**config.mk**
```make
export PLATFORM = sky130hd
export DESIGN_NAME = adc_capture_slip
export DESIGN_NICKNAME = d
export VERILOG_FILES = /design/src/rtl/adc_capture_slip.sv
export SDC_FILE = /design/constraint.sdc
export NUM_CORES = 2
export LEC_CHECK = 0
export BUFFER_PORTS_ARGS = -buffer_cell sky130_fd_sc_hd__buf_2
export CORE_AREA = 5 5 538 434
export CTS_BUF_LIST = sky130_fd_sc_hd__clkbuf_8
export CTS_CLUSTER_DIAMETER = 150
export DETAILED_ROUTE_END_ITERATION = 7
export DIE_AREA = 0 0 543 439
export GPL_TIMING_DRIVEN = 0
export PLACE_DENSITY = 0.66
export SKIP_CTS_REPAIR_TIMING = 1
export SYNTH_ARGS = -nofsm -noshare
export SYNTH_HDL_FRONTEND = slang
export SYNTH_SLANG_ARGS = --single-unit
```
**constraint.sdc**
```tcl
create_clock -name clk -period 3.5 [get_ports clk]
set_clock_uncertainty 0.15 [all_clocks]
set_input_delay 0.7 -clock clk [delete_from_list [all_inputs] [get_ports clk]]
set_output_delay 0.7 -clock clk [all_outputs]
set_load 0.02 [all_outputs]
```
**src/rtl/adc_capture_slip.sv**
```systemverilog
// rtl/adc_capture_slip.sv - armed multi-channel ADC block capture streamed out as one SLIP frame
module adc_capture_slip #(
    parameter int          WIDTH    = 10,
    parameter int          NUM_CH   = 1,
    parameter int          DEPTH    = 256,
    parameter logic [7:0]  FRAME_ID = 8'd2
) (
    input  logic                      clk,
    input  logic                      reset,
    input  logic [NUM_CH*WIDTH-1:0]   i_rx_in,
    input  logic                      i_sample_en,
    input  logic                      i_start,
    output logic                      o_busy,
    output logic [7:0]                o_tx_data,
    output logic                      o_tx_valid,
    input  logic                      i_tx_ready,
    output logic [7:0]                o_seq
);

    localparam int AW = $clog2(DEPTH);
    localparam int CW = (NUM_CH > 1) ? $clog2(NUM_CH) : 1;
    localparam int SW = NUM_CH * WIDTH;

    localparam logic [AW-1:0] ADDR_LAST = AW'(DEPTH - 1);
    localparam logic [CW-1:0] CH_LAST   = CW'(NUM_CH - 1);

    localparam logic [7:0] SLIP_END     = 8'hC0;
    localparam logic [7:0] SLIP_ESC     = 8'hDB;
    localparam logic [7:0] SLIP_ESC_END = 8'hDC;
    localparam logic [7:0] SLIP_ESC_ESC = 8'hDD;

    // Each emitting state names the byte currently held on o_tx_data.
    typedef enum logic [2:0] {
        S_IDLE,
        S_CAPTURE,
        S_SOF,
        S_ID,
        S_SEQ,
        S_DATA,
        S_ESC2,
        S_EOF
    } state_t;

    state_t state, state_n;
    state_t esc_from;
    state_t adv_from;

    logic [SW-1:0] mem [DEPTH];
    logic [SW-1:0] ram_q;
    logic [SW-1:0] cur_word;
    logic [SW-1:0] sel_word;

    logic [AW-1:0] wp;
    logic [AW-1:0] rp;
    logic [AW-1:0] k_idx;
    logic [CW-1:0] ch_idx;
    logic          lo_sel;
    logic          data_done;

    logic          cur_esc;
    logic [7:0]    esc_tail;

    logic          xfer;
    logic          wr_en;
    logic          load;
    logic          load_payload;
    logic          take_data;
    logic          frame_done;
    logic          raw_special;
    logic [7:0]    raw_byte;
    logic [7:0]    out_byte;
    logic [7:0]    data_byte;
    logic [7:0]    seq_next;

    logic [WIDTH-1:0] sample;
    logic [15:0]      sample16;

    assign xfer     = o_tx_valid & i_tx_ready;
    assign wr_en    = (state == S_CAPTURE) & i_sample_en;
    assign seq_next = o_seq + 8'd1;
    assign o_busy   = (state != S_IDLE);

    // Sample buffer: one word per instant holds every channel; read is registered.
    always_ff @(posedge clk) begin
        if (wr_en) begin
            mem[wp] <= i_rx_in;
        end
        ram_q <= mem[rp];
    end

    // Pick the next data byte; the first byte of a word comes straight from the prefetched RAM output.
    always_comb begin
        sel_word = ((ch_idx == '0) && !lo_sel) ? ram_q : cur_word;
        sample   = '0;
        for (int c = 0; c < NUM_CH; c++) begin
            if (ch_idx == CW'(c)) begin
                sample = sel_word[c*WIDTH +: WIDTH];
            end
        end
        sample16              = '0;
        sample16[WIDTH-1:0]   = sample;
        data_byte             = lo_sel ? sample16[7:0] : sample16[15:8];
    end

    // State register.
    always_ff @(posedge clk) begin
        if (reset) begin
            state <= S_IDLE;
        end else begin
            state <= state_n;
        end
    end

    // Next-state logic and selection of the byte to load into the output register.
    always_comb begin
        state_n      = state;
        load         = 1'b0;
        load_payload = 1'b0;
        take_data    = 1'b0;
        frame_done   = 1'b0;
        raw_byte     = 8'h00;
        adv_from     = (state == S_ESC2) ? esc_from : state;
        case (state)
            S_IDLE: begin
                if (i_start) begin
                    state_n = S_CAPTURE;
                end
            end
            S_CAPTURE: begin
                if (i_sample_en && (wp == ADDR_LAST)) begin
                    state_n  = S_SOF;
                    load     = 1'b1;
                    raw_byte = SLIP_END;
                end
            end
            S_SOF: begin
                if (xfer) begin
                    state_n      = S_ID;
                    load         = 1'b1;
                    load_payload = 1'b1;
                    raw_byte     = FRAME_ID;
                end
            end
            S_ID, S_SEQ, S_DATA, S_ESC2: begin
                if (xfer) begin
                    if ((state != S_ESC2) && cur_esc) begin
                        state_n  = S_ESC2;
                        load     = 1'b1;
                        raw_byte = esc_tail;
                    end else begin
                        case (adv_from)
                            S_ID: begin
                                state_n      = S_SEQ;
                                load         = 1'b1;
                                load_payload = 1'b1;
                                raw_byte     = seq_next;
                            end
                            S_SEQ: begin
                                state_n      = S_DATA;
                                load         = 1'b1;
                                load_payload = 1'b1;
                                take_data    = 1'b1;
                                raw_byte     = data_byte;
                            end
                            default: begin
                                if (data_done) begin
                                    state_n  = S_EOF;
                                    load     = 1'b1;
                                    raw_byte = SLIP_END;
                                end else begin
                                    state_n      = S_DATA;
                                    load         = 1'b1;
                                    load_payload = 1'b1;
                                    take_data    = 1'b1;
                                    raw_byte     = data_byte;
                                end
                            end
                        endcase
                    end
                end
            end
            S_EOF: begin
                if (xfer) begin
                    state_n    = S_IDLE;
                    frame_done = 1'b1;
                end
            end
            default: begin
                state_n = S_IDLE;
            end
        endcase
        raw_special = load_payload && ((raw_byte == SLIP_END) || (raw_byte == SLIP_ESC));
        out_byte    = raw_special ? SLIP_ESC : raw_byte;
    end

    // Output byte register, escape bookkeeping and the completed-frame sequence number.
    always_ff @(posedge clk) begin
        if (reset) begin
            o_tx_valid <= 1'b0;
            o_tx_data  <= 8'h00;
            o_seq      <= 8'hFF;
            cur_esc    <= 1'b0;
            esc_tail   <= 8'h00;
            esc_from   <= S_ID;
        end else begin
            if (load) begin
                o_tx_valid <= 1'b1;
                o_tx_data  <= out_byte;
                cur_esc    <= raw_special;
                if (load_payload) begin
                    esc_from <= state_n;
                    esc_tail <= (raw_byte == SLIP_END) ? SLIP_ESC_END : SLIP_ESC_ESC;
                end
            end else if (xfer) begin
                o_tx_valid <= 1'b0;
            end
            if (frame_done) begin
                o_seq <= seq_next;
            end
        end
    end

    // Write pointer, prefetching read pointer and the data byte walk (instant, channel, half).
    always_ff @(posedge clk) begin
        if (reset || (state == S_IDLE)) begin
            wp        <= '0;
            rp        <= '0;
            k_idx     <= '0;
            ch_idx    <= '0;
            lo_sel    <= 1'b0;
            data_done <= 1'b0;
        end else begin
            if (wr_en) begin
                wp <= wp + 1'b1;
            end
            if (take_data) begin
                if ((ch_idx == '0) && !lo_sel) begin
                    cur_word <= ram_q;
                    rp       <= rp + 1'b1;
                end
                if (!lo_sel) begin
                    lo_sel <= 1'b1;
                end else begin
                    lo_sel <= 1'b0;
                    if (ch_idx == CH_LAST) begin
                        ch_idx <= '0;
                        k_idx  <= k_idx + 1'b1;
                        if (k_idx == ADDR_LAST) begin
                            data_done <= 1'b1;
                        end
                    end else begin
                        ch_idx <= ch_idx + 1'b1;
                    end
                end
            end
        end
    end

endmodule

```
==> summary.txt <==
Outcome
  • Status: finished, violations left
  • Failing checks: design-rule violations, negative setup slack

Layout
  • Filler cells: 17543
  • Multi-input gate area: 23500 um2
  • Register area: 78400 um2
  • Area grow syn2layout: 17.7%
  • Final Util: 0.526
  • Finished Layout Cells: 8799
  • Fraction of layout cells with a size suffix above 1: 0.344
  • Final net count: 5463

Synthesis
  • Mapped Cells: 4769
  • Seq/Total Area, Yosys: 0.770
  • Cell variety after synth: 70
  • Synth warnings: 0
  • Net count after synthesis: 4791
  • Asr flop ratio synth: 0
  • Avg Inst Size Synth: 21.3 um2
  • Flop and latch count out of synthesis: 2630
  • Post-synth EDFFs: 2568
  • Primary FF master, synth: edfxtp_1
  • Mapped Area: 102000 um2

Job
  • Max-cap viol count: 0

Routing
  • DRT iter0 DRCs: 12276
  • DRT Wirelength: 398000 um
  • Routed met3 length: 78400 um
  • Vias: 60191
  • Metal2 WL: 158000 um
  • DR WL/cell: 45.3 um
  • DR top layer: met5
  • DRC violations left: 6
  • Vias per cell: 6.84
  • Routed Antenna Nets: 0
  • Routed met1 length: 132000 um
  • First drt pass iteration count: 8

Global routing
  • Vias in the first global route: 54390
  • Gr usage total: 0.326
  • Largest net degree at the start of global routing: 154
  • First-pass GRT wire length: 510000 um
  • Initial antenna violation count: 30
  • Grt ovf: 0

Setup path
  • Reg-to-Reg End: ram_q[3]
  • Kind of start point of the critical path: flop
  • FF-to-FF path depth: 10
  • CP Capture Type: flop
  • Critical path type: flop to flop
  • R2R Path Start: rp[2]
  • Setup crit end: ram_q[3]
  • Worst Setup SP: rp[2]
  • Critical path arrival: 4.89 ns
  • Worst path required time: 4.03 ns
  • Max FO, Critical Path: 10
  • Reg2reg setup slack: -0.86 ns

Power and ir drop
  • Comb power frac: 0.012
  • Worst VDD drop: 0.416 mV
  • Switching Fraction: 0.221
  • Tot Pwr: 0.0595 W
  • PD cells: 497 nW/um2
  • Sequential group share of total power: 0.581
  • LEAKAGE: 36.6 nW
  • Clock power share: 0.407
  • Net Sw Power: 0.0131 W
  • Int Power: 0.0463 W

Timing
  • Fin worst setup slack: -0.862 ns
  • Final setup fails: 2059
  • Sum Neg Setup Slack: -727.71 ns
  • Maximum clock rate: 229 MHz
  • Max-slew violation count: 0
  • Fin. Hold Viols: 0
  • Max-slew headroom: 0.0294
  • Final worst-path cycle share: 1.25
  • Minimum clock period after layout: 4.36 ns
  • Worst Tran Pin Value: 1.45 ns
  • RSZ-0062 raised after global routing: yes

Placed design
  • IO buf count: 32
  • Dpl hpwl: 249000 um
  • Number of cells after detailed placement: 7848
  • Dpl ws: -3.35 ns
  • RePlAce Congestion: 1.03

Floorplan
  • Core area: 227000 um2
  • Die X: 543 um
  • Die outline height: 439 um
  • Initial core utilization: 0.447
  • FP Rows: 157
  • IO Pins: 33
  • Die ar.: 238000 um2

Clock tree
  • Total CTS buffers: 395
  • Clock sinks: 2630
  • CTS tree: yes
  • Clock transition at the registers of the reported paths: 0.07 ns
  • Clock tree buffer depth: 4
  • Htree depth: 5
  • Root Buffer: clkbuf_8
  • Worst skew pair latency: 1.07 ns

Hold path
  • Hold Path Class: primary input to flop
  • Hold path start: i_rx_in[9]
-- worst min-delay path by stage --
| stage | endpoint | slack (ns) | depth (start not counted) |
|---|---|---|---|
| CTS | mem[157][0] | -0.23 | 1 |
| floorplan | esc_tail[6] | 0.28 | 2 |
| global route | mem[32][9] | 0.0007 | 1 |
| finish | mem[32][9] | 0.006 | 1 |
| detailed placement | esc_tail[6] | 0.30 | 2 |
| global placement | esc_tail[6] | 0.29 | 2 |
-- cells by family (layout without fill, tap and decap cells) --
logic type / after synthesis / after routing / share of synthesized area
adders and majority gates: 7 / 7 / 0.000861
buffers and inverters: 306 / 1282 / 0.0169
and+or+nand+nor: 600 / 600 / 0.0264
other: 0 / 33 / 0
AOI/OAI and AO/OA: 476 / 476 / 0.0322
muxes: 720 / 720 / 0.151
xor gates and xnor gates: 30 / 30 / 0.00258
DFF: 2630 / 2630 / 0.770
-- layout make-up --
cell class,count,area share
diodes,33,0.000690
plain buffers,284,0.0314
clock buffers,400,0.0460
clock inverters,301,0.0141
inverters,19,0.000596
multi-input cells,1833,0.196
flip-flops and latches,2630,0.655
well taps,3021,0.0316
repair buffers,278,0.0251
-- flip-flops by register name, summed over array words and instances (netlist names), 2 cells and up --
| register | count |
|---|---|
| wp | 8 |
| esc_tail | 2 |
| o_tx_data | 8 |
| rp | 8 |
| esc_from | 3 |
| state | 3 |
| o_seq | 8 |
| cur_word | 8 |
| k_idx | 8 |
| mem | 2560 |
| ram_q | 10 |
-- layer usage --
layer  vias to the layer above  GRT usage
li1                      21507          -
met1                     31005      0.411
met2                      6327      0.423
met3                      1319      0.200
met4                        33      0.197
met5                         -     0.0164
-- cells in the mapped netlist, types with 7 or more instances --
library cell | n | area, um2
a211oi_1 | 10 | 75.1
a21oi_1 | 107 | 536
a221oi_1 | 23 | 201
a22o_1 | 18 | 158
a22oi_1 | 188 | 1410
a31oi_1 | 9 | 56.3
and2_1 | 10 | 62.6
buf_1 | 13 | 48.8
buf_2 | 69 | 345
buf_4 | 32 | 240
buf_6 | 41 | 462
clkbuf_1 | 128 | 480
dfxtp_1 | 62 | 1240
edfxtp_1 | 2568 | 77100
ha_1 | 7 | 87.6
inv_1 | 19 | 71.3
mux2_2 | 40 | 450
mux2i_1 | 35 | 350
mux4_2 | 640 | 14400
nand2_1 | 82 | 308
nand2b_1 | 10 | 62.6
nand3_1 | 42 | 210
nand4_1 | 13 | 81.3
nor2_1 | 320 | 1200
nor2b_1 | 24 | 150
nor3_1 | 38 | 190
nor4_1 | 19 | 119
o211ai_1 | 8 | 60.1
o21ai_0 | 31 | 155
o22ai_1 | 33 | 206
or3_1 | 10 | 62.6
xnor2_1 | 15 | 131
xor2_1 | 15 | 131
-- metrics by stage --
| stage | hold WS, ns | area [um2] |
|---|---|---|
| global route | 0.000749 | 120000 |
| CTS | -0.228 | 114000 |
| finish | 0.00608 | 120000 |
| global placement | 0.292 | 106000 |
| floorplan | 0.275 | 102000 |
| detailed placement | 0.298 | 106000 |
-- layout by cell type, fill, tap and decap left out, types with 30 or more instances in the layout --
master and instances:
dfxtp_1 61, diode_2 33, buf_8 30, a21oi_1 90, nand2_1 77, buf_12 72
clkbuf_8 400, edfxtp_1 2568, nand3_1 35, a22oi_1 164, nor2_4 77, buf_16 74
mux2_2 40, clkinv_2 33, buf_2 33, inv_1 145, mux4_2 640, buf_6 48
clkbuf_1 44, buf_4 194, nor2_2 93, clkinv_1 103, nor3_1 30, nor2_1 150
-- critical path, stage by stage, from the launching register on --
cell	delay, ns
dfxtp_1	0.31
clkbuf_4	0.29
and2_0	0.21
clkbuf_1	0.18
clkbuf_4	0.33
clkbuf_2	0.53
a22o_1	0.42
a221oi_4	0.52
o22ai_2	0.18
nor3_4	0.41
o211ai_1	0.45
-- power by group through the flow --
stage | registers [W] | logic [W] | clock network [W]
2_1_floorplan | 0.0352 | 0.0000433 | 0
3_3_place_gp | 0.0353 | 0.000543 | 0
3_5_place_dp | 0.0352 | 0.000648 | 0
4_1_cts | 0.0345 | 0.000645 | 0.0239
5_1_grt | 0.0345 | 0.000705 | 0.0254
6_report | 0.0345 | 0.000695 | 0.0242
No activity file was read; power rests on OpenSTA's default activity.
